**src/rtl/combat_pkg.sv**
```systemverilog
// Shared types and geometry for the combat resolver: box offsets, FSM states,
// signed screen coordinates and packed-bus helpers.
package combat_pkg;

    localparam int MAX_PLAYERS = 4;
    localparam int BUS_W       = 10 * MAX_PLAYERS;

    localparam int HIT_W      = 40;
    localparam int HIT_H      = 80;
    localparam int HIT_FWD_X  = 85;
    localparam int HIT_BACK_X = 35;
    localparam int HIT_Y      = 35;
    localparam int HURT_W     = 40;
    localparam int HURT_H     = 45;
    localparam int HURT_CX    = 60;
    localparam int HURT_CY    = 75;

    // 12-bit signed so boxes that hang off the left/top edge stay negative.
    typedef logic signed [11:0] coord_t;

    localparam coord_t HIT_X0_FWD  = coord_t'(HIT_FWD_X);
    localparam coord_t HIT_X0_BACK = coord_t'(HIT_BACK_X - HIT_W);
    localparam coord_t HIT_Y0      = coord_t'(HIT_Y - HIT_H / 2);
    localparam coord_t HURT_X0     = coord_t'(HURT_CX - HURT_W / 2);
    localparam coord_t HURT_Y0     = coord_t'(HURT_CY - HURT_H / 2);
    localparam coord_t HIT_WC      = coord_t'(HIT_W);
    localparam coord_t HIT_HC      = coord_t'(HIT_H);
    localparam coord_t HURT_WC     = coord_t'(HURT_W);
    localparam coord_t HURT_HC     = coord_t'(HURT_H);

    typedef enum logic [1:0] {
        ST_IDLE  = 2'd0,
        ST_SCAN  = 2'd1,
        ST_APPLY = 2'd2
    } state_t;

    function automatic logic [9:0] unpack_coord(input logic [BUS_W-1:0] bus, input logic [1:0] idx);
        return bus[10*idx +: 10];
    endfunction

    function automatic coord_t to_coord(input logic [9:0] v);
        return coord_t'({2'b00, v});
    endfunction

endpackage

```
**src/rtl/box_overlap.sv**
```systemverilog
// Combinational attacker-hitbox versus victim-hurtbox overlap test.
module box_overlap
    import combat_pkg::*;
(
    input  logic [9:0] i_ax,
    input  logic [9:0] i_ay,
    input  logic       i_a_right,
    input  logic [9:0] i_vx,
    input  logic [9:0] i_vy,
    output logic       o_hit
);

    coord_t w_x0a, w_x1a, w_y0a, w_y1a;
    coord_t w_x0v, w_x1v, w_y0v, w_y1v;

    assign w_x0a = to_coord(i_ax) + (i_a_right ? HIT_X0_FWD : HIT_X0_BACK);
    assign w_x1a = w_x0a + HIT_WC;
    assign w_y0a = to_coord(i_ay) + HIT_Y0;
    assign w_y1a = w_y0a + HIT_HC;

    assign w_x0v = to_coord(i_vx) + HURT_X0;
    assign w_x1v = w_x0v + HURT_WC;
    assign w_y0v = to_coord(i_vy) + HURT_Y0;
    assign w_y1v = w_y0v + HURT_HC;

    // Upper bounds are exclusive: touching edges do not count as contact.
    assign o_hit = (w_x0a < w_x1v) && (w_x0v < w_x1a) &&
                   (w_y0a < w_y1v) && (w_y0v < w_y1a);

endmodule

```
**src/rtl/combat_resolver.sv**
```systemverilog
// Per-frame hit resolver: snapshots fighters on SCEN, scans every attacker/victim
// pair one per cycle, then applies damage, hitstun, KO and round-over in one cycle.
module combat_resolver
    import combat_pkg::*;
#(
    parameter int NUM_PLAYERS    = 2,
    parameter int HP_W           = 7,
    parameter int MAX_HP         = 100,
    parameter int DAMAGE         = 10,
    parameter int HITSTUN_FRAMES = 20
) (
    input  logic                        clk,
    input  logic                        reset,
    input  logic                        SCEN,
    input  logic [NUM_PLAYERS*10-1:0]   pos_x,
    input  logic [NUM_PLAYERS*10-1:0]   pos_y,
    input  logic [NUM_PLAYERS-1:0]      facing_right,
    input  logic [NUM_PLAYERS-1:0]      attack_damage,
    input  logic [NUM_PLAYERS-1:0]      attack_active,
    output logic [NUM_PLAYERS*HP_W-1:0] health,
    output logic [NUM_PLAYERS-1:0]      hitstun_active,
    output logic [NUM_PLAYERS-1:0]      ko,
    output logic [NUM_PLAYERS-1:0]      hit_event,
    output logic                        round_over,
    output logic                        busy,
    output logic                        overrun
);

    localparam int IDX_W = $clog2(NUM_PLAYERS);
    localparam int HS_W  = $clog2(HITSTUN_FRAMES + 1);
    localparam logic [IDX_W-1:0] LAST_IDX = IDX_W'(NUM_PLAYERS - 1);

    state_t                    r_state, w_state_next;
    logic [IDX_W-1:0]          r_a, r_v;
    logic [NUM_PLAYERS*10-1:0] r_snap_x, r_snap_y;
    logic [NUM_PLAYERS-1:0]    r_snap_face, r_snap_dmg;
    logic [NUM_PLAYERS-1:0]    r_latched, r_latch_next, r_pending;
    logic [NUM_PLAYERS-1:0]    r_ko, r_hit_event, r_hs_active;
    logic [NUM_PLAYERS-1:0]    w_ko_next;
    logic [HP_W-1:0]           r_hp [NUM_PLAYERS];
    logic [HS_W-1:0]           r_hs [NUM_PLAYERS];
    logic [HP_W-1:0]           w_hp_next [NUM_PLAYERS];
    logic [HS_W-1:0]           w_hs_next [NUM_PLAYERS];
    logic                      r_round_over, r_overrun;
    logic                      w_snap, w_scan, w_apply, w_last_pair, w_overlap, w_pair_hit;
    logic [2:0]                w_alive_cnt;
    logic [9:0]                w_ax, w_ay, w_vx, w_vy;

    assign w_last_pair = (r_a == LAST_IDX) && (r_v == LAST_IDX);

    always_comb begin
        w_state_next = r_state;
        w_snap       = 1'b0;
        w_scan       = 1'b0;
        w_apply      = 1'b0;
        busy         = 1'b0;
        case (r_state)
            ST_IDLE: begin
                // Once the round is over every SCEN is ignored and all state freezes.
                if (SCEN && !r_round_over) begin
                    w_snap       = 1'b1;
                    w_state_next = ST_SCAN;
                end
            end
            ST_SCAN: begin
                busy   = 1'b1;
                w_scan = 1'b1;
                if (w_last_pair) w_state_next = ST_APPLY;
            end
            ST_APPLY: begin
                busy         = 1'b1;
                w_apply      = 1'b1;
                w_state_next = ST_IDLE;
            end
            default: w_state_next = ST_IDLE;
        endcase
    end

    assign w_ax = unpack_coord(BUS_W'(r_snap_x), 2'(r_a));
    assign w_ay = unpack_coord(BUS_W'(r_snap_y), 2'(r_a));
    assign w_vx = unpack_coord(BUS_W'(r_snap_x), 2'(r_v));
    assign w_vy = unpack_coord(BUS_W'(r_snap_y), 2'(r_v));

    box_overlap u_box_overlap (
        .i_ax      (w_ax),
        .i_ay      (w_ay),
        .i_a_right (r_snap_face[r_a]),
        .i_vx      (w_vx),
        .i_vy      (w_vy),
        .o_hit     (w_overlap)
    );

    assign w_pair_hit = w_scan && (r_a != r_v) && r_snap_dmg[r_a] && !r_latched[r_a] &&
                        !r_hs_active[r_v] && !r_ko[r_v] && !r_ko[r_a] && w_overlap;

    genvar gi;
    generate
        for (gi = 0; gi < NUM_PLAYERS; gi++) begin : g_player
            logic [HP_W-1:0] w_hp_dec;
            assign w_hp_dec = (r_hp[gi] > HP_W'(DAMAGE)) ? r_hp[gi] - HP_W'(DAMAGE) : '0;
            assign w_hp_next[gi] = (w_apply && r_pending[gi]) ? w_hp_dec : r_hp[gi];
            assign w_hs_next[gi] = (w_apply && r_pending[gi])   ? HS_W'(HITSTUN_FRAMES) :
                                   (w_snap && r_hs[gi] != '0)   ? r_hs[gi] - 1'b1 : r_hs[gi];
            assign w_ko_next[gi] = (w_hp_next[gi] == '0);
            assign health[gi*HP_W +: HP_W] = r_hp[gi];
        end
    endgenerate

    always_comb begin
        w_alive_cnt = '0;
        for (int i = 0; i < NUM_PLAYERS; i++) begin
            w_alive_cnt = w_alive_cnt + {2'b00, ~w_ko_next[i]};
        end
    end

    always_ff @(posedge clk) begin
        if (reset) begin
            r_ko        <= '0;
            r_hs_active <= '0;
            for (int i = 0; i < NUM_PLAYERS; i++) begin
                r_hp[i] <= HP_W'(MAX_HP);
                r_hs[i] <= '0;
            end
        end else begin
            r_ko <= w_ko_next;
            for (int i = 0; i < NUM_PLAYERS; i++) begin
                r_hp[i]        <= w_hp_next[i];
                r_hs[i]        <= w_hs_next[i];
                r_hs_active[i] <= (w_hs_next[i] != '0);
            end
        end
    end

    always_ff @(posedge clk) begin
        if (reset) begin
            r_state      <= ST_IDLE;
            r_a          <= '0;
            r_v          <= '0;
            r_snap_x     <= '0;
            r_snap_y     <= '0;
            r_snap_face  <= '0;
            r_snap_dmg   <= '0;
            r_latched    <= '0;
            r_latch_next <= '0;
            r_pending    <= '0;
            r_hit_event  <= '0;
            r_round_over <= 1'b0;
            r_overrun    <= 1'b0;
        end else begin
            r_state     <= w_state_next;
            r_hit_event <= '0;
            if (SCEN && busy) r_overrun <= 1'b1;
            if (w_snap) begin
                r_snap_x     <= pos_x;
                r_snap_y     <= pos_y;
                r_snap_face  <= facing_right;
                r_snap_dmg   <= attack_damage;
                r_latched    <= r_latched & attack_active;
                r_latch_next <= '0;
                r_pending    <= '0;
                r_a          <= '0;
                r_v          <= '0;
            end
            if (w_scan) begin
                if (w_pair_hit) begin
                    r_pending[r_v]    <= 1'b1;
                    r_latch_next[r_a] <= 1'b1;
                end
                if (r_v == LAST_IDX) begin
                    r_v <= '0;
                    r_a <= r_a + 1'b1;
                end else begin
                    r_v <= r_v + 1'b1;
                end
            end
            if (w_apply) begin
                r_hit_event <= r_pending;
                r_latched   <= r_latched | r_latch_next;
                if (w_alive_cnt <= 3'd1) r_round_over <= 1'b1;
            end
        end
    end

    assign hitstun_active = r_hs_active;
    assign ko             = r_ko;
    assign hit_event      = r_hit_event;
    assign round_over     = r_round_over;
    assign overrun        = r_overrun;

endmodule

```
**config.mk**
```make
export PLATFORM = sky130hd
export DESIGN_NAME = combat_resolver
export DESIGN_NICKNAME = d
export VERILOG_FILES = /design/src/rtl/combat_pkg.sv /design/src/rtl/box_overlap.sv /design/src/rtl/combat_resolver.sv
export SDC_FILE = /design/constraint.sdc
export NUM_CORES = 1
export LEC_CHECK = 0
export BUFFER_PORTS_ARGS = -buffer_cell sky130_fd_sc_hd__buf_4
export CORE_UTILIZATION = 50
export DETAILED_ROUTE_END_ITERATION = 7
export PLACE_DENSITY = 0.77
export SYNTH_ARGS = -nofsm -noshare
export SYNTH_HDL_FRONTEND = slang
export SYNTH_SLANG_ARGS = --single-unit
```
**constraint.sdc**
```tcl
create_clock -name clk -period 12.3 [get_ports clk]
set_input_delay 0.615 -clock clk [delete_from_list [all_inputs] [get_ports clk]]
set_output_delay 0.615 -clock clk [all_outputs]
set_load 0.005 [all_outputs]
```
======== Word level (Yosys, flattened, before mapping) ========
Memory sizes are Yosys's and may differ from the RTL's.
Cells that the tools add are included.
storage, ports and cells
  flip-flop bits (word level) ............. 62
  memory bits (writable) .................. 24
  input port bits ......................... 49
  output and inout port bits .............. 23
  memories ................................ 2
cells by class
  add/sub/neg operators ................... 15
  $mul .................................... 2
  $lt $le $gt $ge ......................... 11
  equality and inequality tests ........... 5
  shift operators ......................... 4
  muxes and demuxes ....................... 56
  bitwise gates (word level) .............. 11
  reduce and logical (&&, ||, !) cells .... 37
memories
  name  depth  width  rd ports  clocked after memory_dff  write ports  RTL line               text
  r_hp  2      7      2         0                         2            combat_resolver.sv:40  logic [HP_W-1:0] r_hp [NUM_PLAYERS];
  r_hs  2      5      2         0                         2            combat_resolver.sv:41  logic [HS_W-1:0] r_hs [NUM_PLAYERS];
operators by type and width
  cell                                                         count
  indexed part select 40 x 6 -> 10 bit                         4
  less-than comparator 12 bit                                  4
  two-way mux 7 bit                                            6
  adder 12 x 7 -> 12 bit (second input constant)               3
  two-way mux 5 bit                                            6
  two-way mux 1 bit                                            28
  two-way mux 2 bit                                            12
  adder 10 x 6 -> 11 bit (second input constant)               2
  nonzero test 5 bit                                           4
  logical AND 1 bit                                            19
  > comparator 7 x 4 -> 1 bit (second input constant)          2
  logical NOT 7 bit                                            2
  subtractor 7 x 4 -> 7 bit (second input constant)            2
  adder 11 x 12 -> 12 bit                                      1
  adder 11 x 4 -> 12 bit (second input constant)               1
  adder 12 x 8 -> 12 bit (second input constant)               1
  two-way mux 12 bit                                           1
  subtractor 5 x 1 -> 5 bit (second input constant)            2
  multiplier 3 x 1 -> 4 bit (first input constant)             2
  bitwise OR 2 bit                                             3
  logical NOT 1 bit                                            5
  less-than comparator 1 x 2 -> 1 bit (second input constant)  2
  inequality test 2 bit (second input constant)                2
  bitwise OR 1 bit                                             4
  other kinds (15)                                             23

======== Depth between registers and ports, before layout ========
  depth in word-level cells ............... 12
  depth in mapped cells ................... 23
  gate-level depth less buffers ........... 19

======== Cells and area by module ========
A second synthesis with hierarchy kept.
unflattened totals
  cell total of the unflattened synthesis .. 827
  area total of the unflattened synthesis .. 6673.9 µm²
by module, submodules not included
  module           times used  cells an instance  area an instance (µm²)
  combat_resolver  1           493                4136.5
  box_overlap      1           334                2537.4

======== Worst setup path after synthesis ========
Ideal clock, no wire load.
  path type ............................... reg-to-reg
  start point ............................. register r_v
  end point ............................... register r_latch_next[1]
  setup time .............................. 0.061 ns
  data arrival time ....................... 5.585 ns
  required time ........................... 12.239 ns
  slack ................................... 6.654 ns
  cell stages (with the launch flop) ...... 24
  path buffers ............................ 4
  clock period less this slack ............ 5.646 ns
  cells stage by stage .................... dfxtp_1 -> clkbuf_1 -> buf_2 -> buf_2 -> buf_1 -> mux2_2 -> ha_1 -> a21o_1 -> a21oi_1 -> a22oi_1 -> o21ai_1 -> o22ai_1 -> xnor2_1 -> nor3b_1 -> xnor2_1 -> ha_1 -> a21o_1 -> a2111oi_4 -> a21oi_2 -> nor4_2 -> o221ai_1 -> or4_4 -> a2111oi_4 -> a32o_1
on the way
  word-level cells in the longest chain between the ends .. 11
  elaborated cells on any way between the ends .. 30
ends and longest elaborated chain
  element                               RTL line                text
  start, declared                       combat_resolver.sv:34   logic [IDX_W-1:0] r_a, r_v;
  start signal, assigned                combat_resolver.sv:173  r_v <= r_v + 1'b1;
  multiplier 3 x 1 -> 4 bit             combat_pkg.sv:38        return bus[10*idx +: 10];
  indexed part select 40 x 6 -> 10 bit  combat_pkg.sv:38
  adder 10 x 6 -> 11 bit                box_overlap.sv:21       assign w_x0v = to_coord(i_vx) + HURT_X0;
  adder 12 x 7 -> 12 bit                box_overlap.sv:22       assign w_x1v = w_x0v + HURT_WC;
  less-than comparator 12 bit           box_overlap.sv:27       assign o_hit = (w_x0a < w_x1v) && (w_x0v < w_x1a) &&
  logical AND 1 bit (2 in a row)        box_overlap.sv:27
  logical AND 1 bit                     box_overlap.sv:28       (w_y0a < w_y1v) && (w_y0v < w_y1a);
  logical AND 1 bit *                   combat_resolver.sv:94   !r_hs_active[r_v] && !r_ko[r_v] && !r_ko[r_a] && w_overlap;
  two-way mux 2 bit *                   combat_resolver.sv:165  if (w_pair_hit) begin
  two-way mux 2 bit *                   combat_resolver.sv:164  if (w_scan) begin
  end signal, assigned                  combat_resolver.sv:144  r_latch_next <= '0;
  end signal, assigned                  combat_resolver.sv:159  r_latch_next <= '0;
  end signal, assigned by index         combat_resolver.sv:167  r_latch_next[r_a] <= 1'b1;
  end, declared                         combat_resolver.sv:37   logic [NUM_PLAYERS-1:0] r_latched, r_latch_next, r_pending;
Mark *: on every way between the ends. The rest lies on a longest branch, timed or not. The select of a mux whose other input is x is not followed.
A chain may end at the register's enable or synchronous reset.

======== Worst setup path after layout ========
  start point ............................. register r_v
  end point ............................... register r_pending[0]
on the way
  word-level cells in the longest chain between the ends .. 11
  elaborated cells on any way between the ends .. 36
ends and longest elaborated chain
  element                               RTL line                text
  multiplier 3 x 1 -> 4 bit             combat_pkg.sv:38
  indexed part select 40 x 6 -> 10 bit  combat_pkg.sv:38
  adder 10 x 6 -> 11 bit                box_overlap.sv:21
  adder 12 x 7 -> 12 bit                box_overlap.sv:22
  less-than comparator 12 bit           box_overlap.sv:27
  logical AND 1 bit (2 in a row)        box_overlap.sv:27
  logical AND 1 bit                     box_overlap.sv:28
  logical AND 1 bit                     combat_resolver.sv:94
  two-way mux 2 bit *                   combat_resolver.sv:165
  two-way mux 2 bit *                   combat_resolver.sv:164
  end signal, assigned                  combat_resolver.sv:145  r_pending <= '0;
  end signal, assigned                  combat_resolver.sv:160  r_pending <= '0;
  end signal, assigned by index         combat_resolver.sv:166  r_pending[r_v] <= 1'b1;
  end, declared                         combat_resolver.sv:37
Marks and branches as above.

==> metrics.yaml <==
synth:
  synth-seq-cells: 86
  synth_area_leaders: "dfxtp_1 (26%), ha_1 (13%), nand2_1 (7.5%)"
  synthesis.instances: 837
  synth_top_cell_by_area: "dfxtp_1"
  ys.flop_type: "dfxtp_1"
  synth_top_cell_area_share: 0.264
  yosysWarnings: 0
  synth_adder_area_share: 0.130
  async_flop_share: 0
  synth_xor_area_frac: 0.0870
  synth_mux_area_frac: 0.0613
  yosysSeqAreaShare: 0.264
  synth_top_family_by_area: "simple AND/OR/NAND/NOR gates"
  avgSynthCellArea_um2: 7.80
  synth_compound_area_frac: 0.203
  ys_types: 73
  synth_edf_count: 0
  synthSimpleGateAreaFrac: 0.205
  netlist_area_um2: 6530
finish:
  drive_gt1_frac: 0.139
  diodes: 0
  nets: 999
  syn_to_final_growth_pct: 15.0
  nFillCells: 1197
  design_area_um2: 7510
clocking:
  ctsHoldBuffers: 0
  clk_pin_slew_worst_paths_ns: 0.06
  cts_tree: "built"
  post_cts_buffers: 0
  cts_resized: 0
  cts_buffers: 9
  cts_buffer_depth: 2
  cts.htree.levels: 3
  clockRootBuffer: "clkbuf_16"
  clk_latency_ns: 0.35
  clock_sinks: 86
power_and_ir_drop:
  pwr_density_cell_nw_per_um2: 138
  ir_worst_vdd_uv: 76.7
  p_total_mw: 1.03
  p_leak_nw: 3.10
critical_path:
  critical_path_arrival_ns: 6.09
  worstPathMaxFanout: 44
  reg2reg_to: "r_pending[0]"
  crit_type: "reg2reg"
  crit_slowest_cell: "dfxtp_2"
  path_delay_family: "compound AO/OA/AOI/OAI gates"
  cp-end-kind: "flop"
  worst-r2r-cell-count: 19
  setup.worst_path.start_class: "flop"
  crit_buf_inv: 0
  timing.rr.start: "r_v"
  path_cells: "mux2_2, ha_1, a21o_1, a21oi_1, a22oi_1, o21ai_1, o22ai_1, xnor2_1, nor3b_1, xnor2_1, ha_1, a21o_1, a2111oi_4, a21oi_2, nor4_2, o221ai_1, or4_4, a2111oi_4, a32o_1"
  cpPeakStageDelay_ns: 0.97
  crit_required_ns: 12.58
  timing.reg2reg.setup_slack_ns: 6.49
routing:
  antenna_left: 0
  drc: 0
  drt_iter0_drc: 517
  m1WireLength_um: 7890
  top_layer: "met4"
  met2WireLength_um: 7380
  wl_met3_um: 641
  wl_per_cell_um: 15.2
  vias: 5994
  vias_per_cell: 5.65
  routed_wl_um: 16100
  first_pass_iters: 5
grt:
  grt_first_pass_wirelength_um: 27100
  grt_usage: 0.250
  grt_max_degree: 81
  grt_pass1_vias: 5696
  grt_overflow: 0
  grt_antenna_before_repair: 0
sta:
  finalSetupViolCount: 0
  max_slew.worst_pin.slew_ns: 0.964
  fin_crit_sh: 0.472
  max_clock_freq_mhz: 172
  tns_ns: 0
  finalClockSkew_ns: 0.00990
  rsz0062_at_grt: "false"
  maxSlewHeadroom: 0.357
  drv_slew: 0
  fin_crit_ns: 5.81
  hold_violations: 0
placed_design:
  port_buffers: 71
  dp_hpwl_um: 11700
  gp_congestion: 0.929
  dpl_cell_area_um2: 7160
floorplan:
  rows: 41
  die_h_um: 116
  ios: 72
  die_w_um: 116
  dieArea_um2: 13500
  initial_core_util: 0.515
  core_area_um2: 12700
min_path:
  hp-class: "reg2reg"
  holdPathStages: 2
  min_to: "r_snap_dmg[1]"
  min_from: "r_snap_dmg[1]"
outcome:
  outcome: "completed"
job:
  cap_violations: 0
==> Yosys cell counts (all sizes together) (2+ instances only) <==
cell and instances:
o31ai 6, o21a 4, a21oi 87, a2111oi 8, a22oi 2, nand2 131, nand3 23, mux2i 25
nor3 29, a211oi 10, ha 66, or3 2, a31oi 13, buf 14, a32o 4, and2 2
o22ai 3, nand2b 6, o221ai 3, nor2b 7, nand4 9, a21o 13, o21ai 36, or2 2
inv 42, o211ai 5, nor3b 4, a41oi 2, dfxtp 86, nor4 7, and3b 2, or4 2
xnor2 29, nor2 50, nor4b 3, mux2 13, xor2 35, and3 6, clkbuf 28
==> layout make-up <==
class | instances | area (um^2) | share of cell area
Sequential cell | 86 | 1720 | 0.230
Inverter | 43 | 161 | 0.0215
Clock inverter | 5 | 106 | 0.0142
Multi-Input combinational cell | 667 | 4490 | 0.598
Clock buffer | 11 | 243 | 0.0323
Timing Repair Buffer | 76 | 571 | 0.0760
Tap cell | 172 | 215 | 0.0287
==> sequential cells by signal, summed over array words and instances (netlist names) <==
| name | cells |
|---|---|
| overrun | 1 |
| ko | 2 |
| r_hs | 10 |
| hitstun_active | 2 |
| r_snap_x | 20 |
| r_snap_face | 2 |
| hit_event | 2 |
| r_a | 1 |
| r_pending | 2 |
| r_hp | 14 |
| r_state | 2 |
| r_v | 1 |
| r_snap_dmg | 2 |
| r_snap_y | 20 |
| r_latched | 2 |
| r_latch_next | 2 |
| round_over | 1 |
==> worst max path at each step <==
stage / startpoint / endpoint / slack, ns / cells after the start
floorplan: r_v / r_latch_next[1] / 6.65 / 23
global placement: r_v / r_pending[1] / 6.76 / 19
detailed placement: r_v / r_latch_next[1] / 6.56 / 19
CTS: r_v / r_pending[0] / 6.51 / 19
global route: r_v / r_pending[0] / 6.12 / 19
finish: r_v / r_pending[0] / 6.49 / 19
==> stage by stage <==
| step | setup slack (ns) | std cells | util | hold slack, ns |
|---|---|---|---|---|
| 6_report | 6.49 | 1060 | 0.593 | 0.455 |
| 5_1_grt | 6.12 | 1060 | 0.593 | 0.487 |
| 4_1_cts | 6.51 | 1060 | 0.593 | 0.461 |
| 3_5_place_dp | 6.56 | 1044 | 0.565 | 0.452 |
| 3_3_place_gp | 6.76 | 1044 | 0.565 | 0.444 |
| 2_1_floorplan | 6.65 | 838 | - | 0.431 |
==> metal layers <==
layer / up-vias / global-route usage
met5: - / 0
met4: 0 / 0.0590
met3: 17 / 0.0405
met2: 137 / 0.411
met1: 2779 / 0.343
li1: 3061 / -
==> report_power, final <==
part	switching, mW	total, mW	internal (mW)
registers	0.0262	0.325	0.299
logic	0.222	0.387	0.165
clock network	0.118	0.322	0.205
total	0.366	1.03	0.669
==> cell families after synthesis <==
group	after synthesis
compound gates	207
xor+xnor	64
fa+ha+maj	67
buf+inv	85
flops	86
mux	38
other cells	1
simple gates	289
==> layout by cell type (no fill, tap or decap), drive strengths merged, types with 3 or more instances in the layout <==
| cell | instances |
|---|---|
| a2111oi | 8 |
| a211oi | 10 |
| a21o | 13 |
| a21oi | 87 |
| a31oi | 13 |
| a32o | 4 |
| and3 | 6 |
| buf | 76 |
| bufinv | 3 |
| clkbuf | 11 |
| dfxtp | 86 |
| ha | 66 |
| inv | 42 |
| mux2 | 13 |
| mux2i | 25 |
| nand2 | 131 |
| nand2b | 6 |
| nand3 | 23 |
| nand4 | 9 |
| nor2 | 50 |
| nor2b | 7 |
| nor3 | 29 |
| nor3b | 4 |
| nor4 | 7 |
| nor4b | 3 |
| o211ai | 5 |
| o21a | 4 |
| o21ai | 36 |
| o221ai | 3 |
| o22ai | 3 |
| o31ai | 6 |
| xnor2 | 29 |
| xor2 | 35 |
==> worst reg2reg max path, delay by kind of cell (launching register included) <==
kind	cells	cell delay, ns
xor gates and xnor gates	2	0.58
muxes	1	0.47
adders and majority gates	2	0.47
and+or+nand+nor	3	1.13
DFF	1	0.97
AOI/OAI and AO/OA	11	2.13
(Power assumes the default switching activity.)
